$ cat config.mk
export PLATFORM = sky130hd
export DESIGN_NAME = demux_1to4_collector
export DESIGN_NICKNAME = d
export VERILOG_FILES = /design/src/rtl/demux_1to4_collector.sv
export SDC_FILE = /design/constraint.sdc
export NUM_CORES = 1
export LEC_CHECK = 0
export CAP_MARGIN = 15
export CORE_MARGIN = 10
export CORE_UTILIZATION = 42
export CTS_CLUSTER_DIAMETER = 80
export DETAILED_ROUTE_END_ITERATION = 8
export PLACE_DENSITY = 0.74
export SETUP_SLACK_MARGIN = 0.2
export SLEW_MARGIN = 5
export SYNTH_ARGS = -nofsm -noshare
export SYNTH_HDL_FRONTEND = slang
export SYNTH_SLANG_ARGS = --single-unit
$ cat constraint.sdc
create_clock -name clk -period 1.5 [get_ports clk]
set_input_delay 0.3 -clock clk [delete_from_list [all_inputs] [get_ports clk]]
set_output_delay 0.3 -clock clk [all_outputs]
set_load 0.05 [all_outputs]
$ cat src/rtl/demux_1to4_collector.sv
// demux_1to4_collector
// Registered 1-to-4 demultiplexer/collector. Single-lane words are steered into
// one of four lane registers (by `sel` or an internal round-robin counter).
// Once every lane has been written, the assembled 4-lane word is offered on a
// valid/ready handshake and the input side stalls until it is taken.
module demux_1to4_collector #(
    parameter int WIDTH = 1
) (
    input  logic                 clk,
    input  logic                 reset,
    input  logic                 in_valid,
    output logic                 in_ready,
    input  logic [WIDTH-1:0]     in,
    input  logic [1:0]           sel,
    input  logic                 auto,
    output logic [4*WIDTH-1:0]   out,
    output logic                 out_valid,
    input  logic                 out_ready,
    output logic [3:0]           filled
);

    typedef enum logic {
        FILL = 1'b0,   // collecting lanes, input side open
        FULL = 1'b1    // word complete, waiting for the consumer
    } state_t;

    state_t                    state_q, state_d;
    logic [1:0]                cnt_q, cnt_d;
    logic [3:0]                filled_q, filled_d;
    logic [3:0][WIDTH-1:0]     lanes_q, lanes_d;
    logic [1:0]                lane;

    // Lane chosen for the current write: round-robin counter or explicit select.
    assign lane = auto ? cnt_q : sel;

    // Next-state logic: lane writes while filling, release on consumer handshake.
    always_comb begin
        // NOTE: every variable gets its hold value first so no path leaves it
        // unassigned; that is what keeps this block free of inferred latches.
        state_d  = state_q;
        cnt_d    = cnt_q;
        filled_d = filled_q;
        lanes_d  = lanes_q;

        unique case (state_q)
            FILL: begin
                if (in_valid) begin
                    lanes_d[lane]  = in;
                    filled_d[lane] = 1'b1;
                    if (auto) begin
                        cnt_d = cnt_q + 2'd1;   // wraps 3 -> 0 naturally
                    end
                    // Completion looks at the mask including this write, so the
                    // word is offered the cycle right after the last lane lands.
                    if (filled_d == 4'b1111) begin
                        state_d = FULL;
                    end
                end
            end
            FULL: begin
                // Input is ignored here; lanes and mask stay frozen until taken.
                if (out_ready) begin
                    state_d  = FILL;
                    filled_d = 4'b0000;
                    cnt_d    = 2'd0;
                end
            end
            default: state_d = FILL;
        endcase
    end

    // State register with synchronous reset that overrides every other input.
    always_ff @(posedge clk) begin
        if (reset) begin
            // NOTE: the lane registers are reset too, since `out` must read
            // zero after reset rather than whatever the last word left behind.
            state_q  <= FILL;
            cnt_q    <= 2'd0;
            filled_q <= 4'b0000;
            lanes_q  <= '0;
        end else begin
            // NOTE: non-blocking assignments so every flop samples the values
            // computed for this edge, independent of statement order.
            state_q  <= state_d;
            cnt_q    <= cnt_d;
            filled_q <= filled_d;
            lanes_q  <= lanes_d;
        end
    end

    // Outputs decoded from registered state only; no input-to-handshake path.
    assign in_ready  = (state_q == FILL);
    assign out_valid = (state_q == FULL);
    assign out       = lanes_q;
    assign filled    = filled_q;

endmodule

-- Yosys cells after proc, flatten, opt, wreduce, memory -nomap -nowiden
Cells that the tools add are included.
- bits in registers: 11
- output and inout bits: 10
- logic and storage cells: 35
- add/sub/neg operators: 1
- magnitude comparators: 2
- eq/ne operators: 4
- muxes and demuxes: 15
- bitwise logic cells: 2
- reductions and logical operators: 4
- operator list (kind ; count):
    2-bit 2-to-1 mux ; 4
    4-bit 2-to-1 mux ; 2
    4-bit case mux with 2 select lines ; 1
    4-bit bitwise mux ; 1
    4-bit equality test, second input constant ; 1
    1-bit 2-to-1 mux ; 4
    2-bit inequality test, second input constant ; 2
    4-bit bitwise OR ; 1
    2-bit case mux with 2 select lines ; 1
    2-bit AND reduction ; 2
    2-bit by 3-bit < comparator with 1-bit output, second input constant ; 1
    3-bit AND reduction ; 1
    2-bit by 1-bit adder with 2-bit output, second input constant ; 1
    1-bit demux with 2-bit select ; 1
    2-bit by 1-bit >= comparator with 1-bit output, second input constant ; 1
    2-bit by 1-bit inequality test with 1-bit output, second input constant ; 1
    1-bit case mux with 2 select lines ; 1
    1-bit logical AND ; 1
    1-bit inverter ; 1

-- Logic depth before layout (Yosys ltp)
- depth after elaboration: 10
- gate-level depth with buffers: 5
- gate-level depth less buffers: 4

-- Worst setup path before layout
Ideal clock, no wire load.
- path kind: register to register
- start point: reg state_q (netlist: out_valid)
- end point: reg cnt_q[1]
- library setup time: 0.134 ns
- arrival time: 1.606 ns
- path slack: -0.240 ns
- cell stages (with the launch flop): 5
- buffers on the path: 0
- cell sequence: dfxtp_1 -> inv_1 -> and3_2 -> a21oi_1 -> a311oi_1
- longest elaborated chain between the ends: 3
- RTL lines (what ; line ; text):
    start: declaration ; 27 ; state_t state_q, state_d;
    start signal: assignment ; 84 ; state_q <= state_d;
    1-bit inverter (no line) (*) ; -- ;
    via in_ready ; 12 ; output logic in_ready,
    2-bit by 1-bit inequality test with 1-bit output (no line) / 2-bit inequality test (equally long branches) ; -- ;
    3-bit AND reduction (no line) ; -- ;
    end signal: assignment ; 85 ; cnt_q <= cnt_d;
    end: declaration ; 28 ; logic [1:0] cnt_q, cnt_d;
The timed path passes the listed nets; every way through them passes the cells marked *.
A chain may end at the register's enable or synchronous reset.

-- Worst setup path in the final report
- start point: in auto
- end point: reg filled_q[1] (netlist: filled[1])
- longest elaborated chain between the ends: 8
- RTL lines (what ; line ; text):
    start: declaration ; 15 ; input logic auto,
    2-bit 2-to-1 mux (*) ; 34 ; assign lane = auto ? cnt_q : sel;
    2-bit by 3-bit < comparator with 1-bit output (implied by the code) / 2-bit by 1-bit >= comparator with 1-bit output (equally long branches) ; 49 ; filled_d[lane] = 1'b1;
    1-bit logical AND (implied by the code) ; 49 ;
    1-bit 2-to-1 mux (implied by the code) ; 49 ;
    1-bit demux with 2-bit select (*) ; 49 ;
    4-bit bitwise OR (no line) (*) ; -- ;
    4-bit 2-to-1 mux (*) ; 47 ; if (in_valid) begin
    4-bit case mux with 2 select lines (*) ; 45 ; unique case (state_q)
    end signal: assignment ; 86 ; filled_q <= filled_d;
    end: declaration ; 29 ; logic [3:0] filled_q, filled_d;
Mark *: on every way between the ends. The rest lies on a longest branch, timed or not. The select of a mux whose other input is x is not followed.

==> out/qor.csv <==
stage,metric,value,unit
synth,Post-Syn Instances,59,
finish,Final Instance Area,975,sq um
floorplanning,die area,0.00314,sq mm
outcome,run status,completed,
sta,Tcrit/Tclk final,85.2,%
power_and_ir_drop,P_int,0.503,mW
finish,Reg area,226,sq um
place,Final HPWL DP,1130,microns
sta,Max Clock Skew,4.27,ps
worst_setup_path,crit path DAT,1450,ps
floorplanning,die width,56.0,microns
power_and_ir_drop,VDD IR max,0.584,mV
place,Placed Area,871,sq um
synth,Synth Cell Area,546,sq um
floorplanning,io pins,18,
finish,FILL cells,64,
clock_tree,clk sinks,11,
place,Port Buffers,17,
power_and_ir_drop,total power,0.728,mW
worst_setup_path,register-to-register setup slack,270,ps
place,routability cong.,0.713,
power_and_ir_drop,combinational share of power,26.8,%
power_and_ir_drop,switching share of power,30.9,%
synth,Yosys reg bits,11,
global_route,vias in the first global route,543,
sta,final hold vios,0,
synth,Yosys warning count,0,
synth,"Seq/Total Area, Yosys",40.4,%
global_route,first-pass GRT wire length,2440,microns
detailed_routing,total number of vias,562,
detailed_routing,Post-route DRC,0,
floorplanning,core area,0.00117,sq mm
detailed_routing,initial drt markers,15,
sta,final hold slack,513,ps
floorplanning,Initial Util,46.6,%
clock_tree,CTS root buf,clkbuf_4,
power_and_ir_drop,Sw Pwr,0.225,mW
detailed_routing,drt wl/cell,15.6,microns
finish,final cell count without fillers,102,
sta,Slew HR,80.8,%
global_route,antenna violations before repair,0,
clock_tree,CTS Hold Bufs,0,
power_and_ir_drop,Clk pwr share,28.6,%
sta,max-slew violation count,0,
finish,multi-input logic area,345,sq um
sta,final setup violation count,0,
sta,RSZ-0062 raised after global routing,false,
worst_setup_path,startpoint types,input pin,
power_and_ir_drop,Flop pwr share,44.6,%
worst_setup_path,Setup crit end kind,register,
worst_hold_path,HP Class,register to register,
place,Cell Count Post-Placement,93,
synth,Mean Syn Cell Area,9.25,sq um
synth,"Distinct cells, synth",24,
worst_setup_path,critical path class,input pin to register,
sta,worst setup margin,222,ps
place,Post-Place Worst Slack,-421,ps
clock_tree,Max H-tree Level,1,
finish,layout cells sized above 1,44.3,%
clock_tree,CTS tree,done,
sta,Final min period,1280,ps
detailed_routing,DRT Wirelength,1590,microns
power_and_ir_drop,leakage power figure,0.398,nW
finish,most frequent cells in the layout,"10 x buf_12, 10 x buf_4, 8 x dfxtp_1",
worst_setup_path,Worst Path Max Fanout,8,
sta,fmax,783,MHz
detailed_routing,drt via density,5.51,
clock_tree,clk slew on worst S/H paths,80,ps
clock_tree,Max clock buf depth,2,
global_route,Total GRT Usage,9.40,%
power_and_ir_drop,Cell Pwr Density,747,mW/mm^2
finish,nets,97,
finish,area grow syn2layout,78.7,%
clock_tree,total CTS buffers,3,
clock_tree,clk_lat worst skew,270,ps
global_route,largest net degree at the start of global routing,9,
detailed_routing,remaining antenna violation count,0,
run,max_cap viols,0,
global_route,total grt overflow,0,
sta,Slew @ Worst Pin,281,ps
detailed_routing,Pre-Repair DR Iteration Count,6,
synth,Synthesized Nets,67,
floorplanning,Die Span Y,56.0,microns
worst_setup_path,critical path data required time,1680,ps
floorplanning,row count,12,
finish,ant diodes,0,
[cell usage after synthesis]
master | count | area share (%)
dfxtp_1 | 11 | 40
nand2_1 | 6 | 4.1
a21oi_1 | 5 | 4.6
mux2i_1 | 5 | 9.2
nor2_1 | 5 | 3.4
nand3_1 | 4 | 3.7
inv_1 | 2 | 1.4
nand2b_1 | 2 | 2.3
nor3_1 | 2 | 1.8
nor3_2 | 2 | 3.7
o21a_1 | 2 | 2.8
a21boi_1 | 1 | 1.4
a311oi_1 | 1 | 1.6
and3_2 | 1 | 1.4
and4_1 | 1 | 1.6
buf_1 | 1 | 0.69
buf_6 | 1 | 2.1
mux2_4 | 1 | 2.8
mux2i_4 | 1 | 4.1
nor2b_1 | 1 | 1.1
o22ai_1 | 1 | 1.1
o22ai_2 | 1 | 2.3
o31ai_1 | 1 | 1.4
or3_1 | 1 | 1.1
[power groups by stage]
stage               Combinational (mW)  Sequential [mW]  Clock [mW]
floorplan                       0.0594            0.359           0
global placement                 0.175            0.330           0
detailed placement               0.178            0.330           0
CTS                              0.189            0.324       0.218
global route                     0.205            0.327       0.231
finish                           0.195            0.325       0.208
[per-layer routing]
| metal | track usage, % | wire length, microns | vias up |
|---|---|---|---|
| li1 | - | - | 270 |
| met1 | 9.88 | 664 | 269 |
| met2 | 14.3 | 768 | 21 |
| met3 | 5.47 | 147 | 2 |
| met4 | 5.12 | 10 | 0 |
| met5 | 0 | 0 | - |
[layout make-up]
class	instances	area share (%)
multi-input cells	44	35.4
repair buffers	27	35.6
clock buffers	3	2.31
clock inverters	1	0.513
inverters	2	1.16
well taps	14	1.80
flip-flops and latches	11	23.2
[stage by stage]
step	setup TNS (ps)	util, %
2_1_floorplan	0	-
3_3_place_gp	-2900	74.4
3_5_place_dp	-3110	74.4
4_1_cts	0	80.8
5_1_grt	0	83.2
6_report	0	83.2
[final timing paths]
kind | from | endpoint | depth (start not counted)
hold reg to reg | cnt_q[1] | cnt_q[1] | 1
hold / removal | cnt_q[1] | cnt_q[1] | 1
setup reg to reg | cnt_q[0] | out[1] | 5
setup / recovery | auto | filled[1] | 6
[kinds of logic after synthesis]
kind of cell           share of synthesized area [%]
buffers and inverters                           4.13
flip-flops                                      40.4
AO/OA/AOI/OAI                                   15.1
multiplexers                                    16.1
AND/OR/NAND/NOR                                 24.3
[registers in the layout, summed over array words and instances, names as in the netlist]
signal     flops
filled         4
cnt_q          2
out_valid      1
out            4
[critical path: stages]
cell	delay, ps
clkdlybuf4s15_2	290
mux2i_4	370
buf_4	180
nor3_4	40
buf_4	130
o21a_1	150
[repair_timing]
item                                    in CTS  in global routing
resized for setup                           10                  4
endpoints found under the setup margin      11                  5
buffers inserted                             3                  2
pin swaps                                    2                  0
No activity file was read; power rests on OpenSTA's default activity.
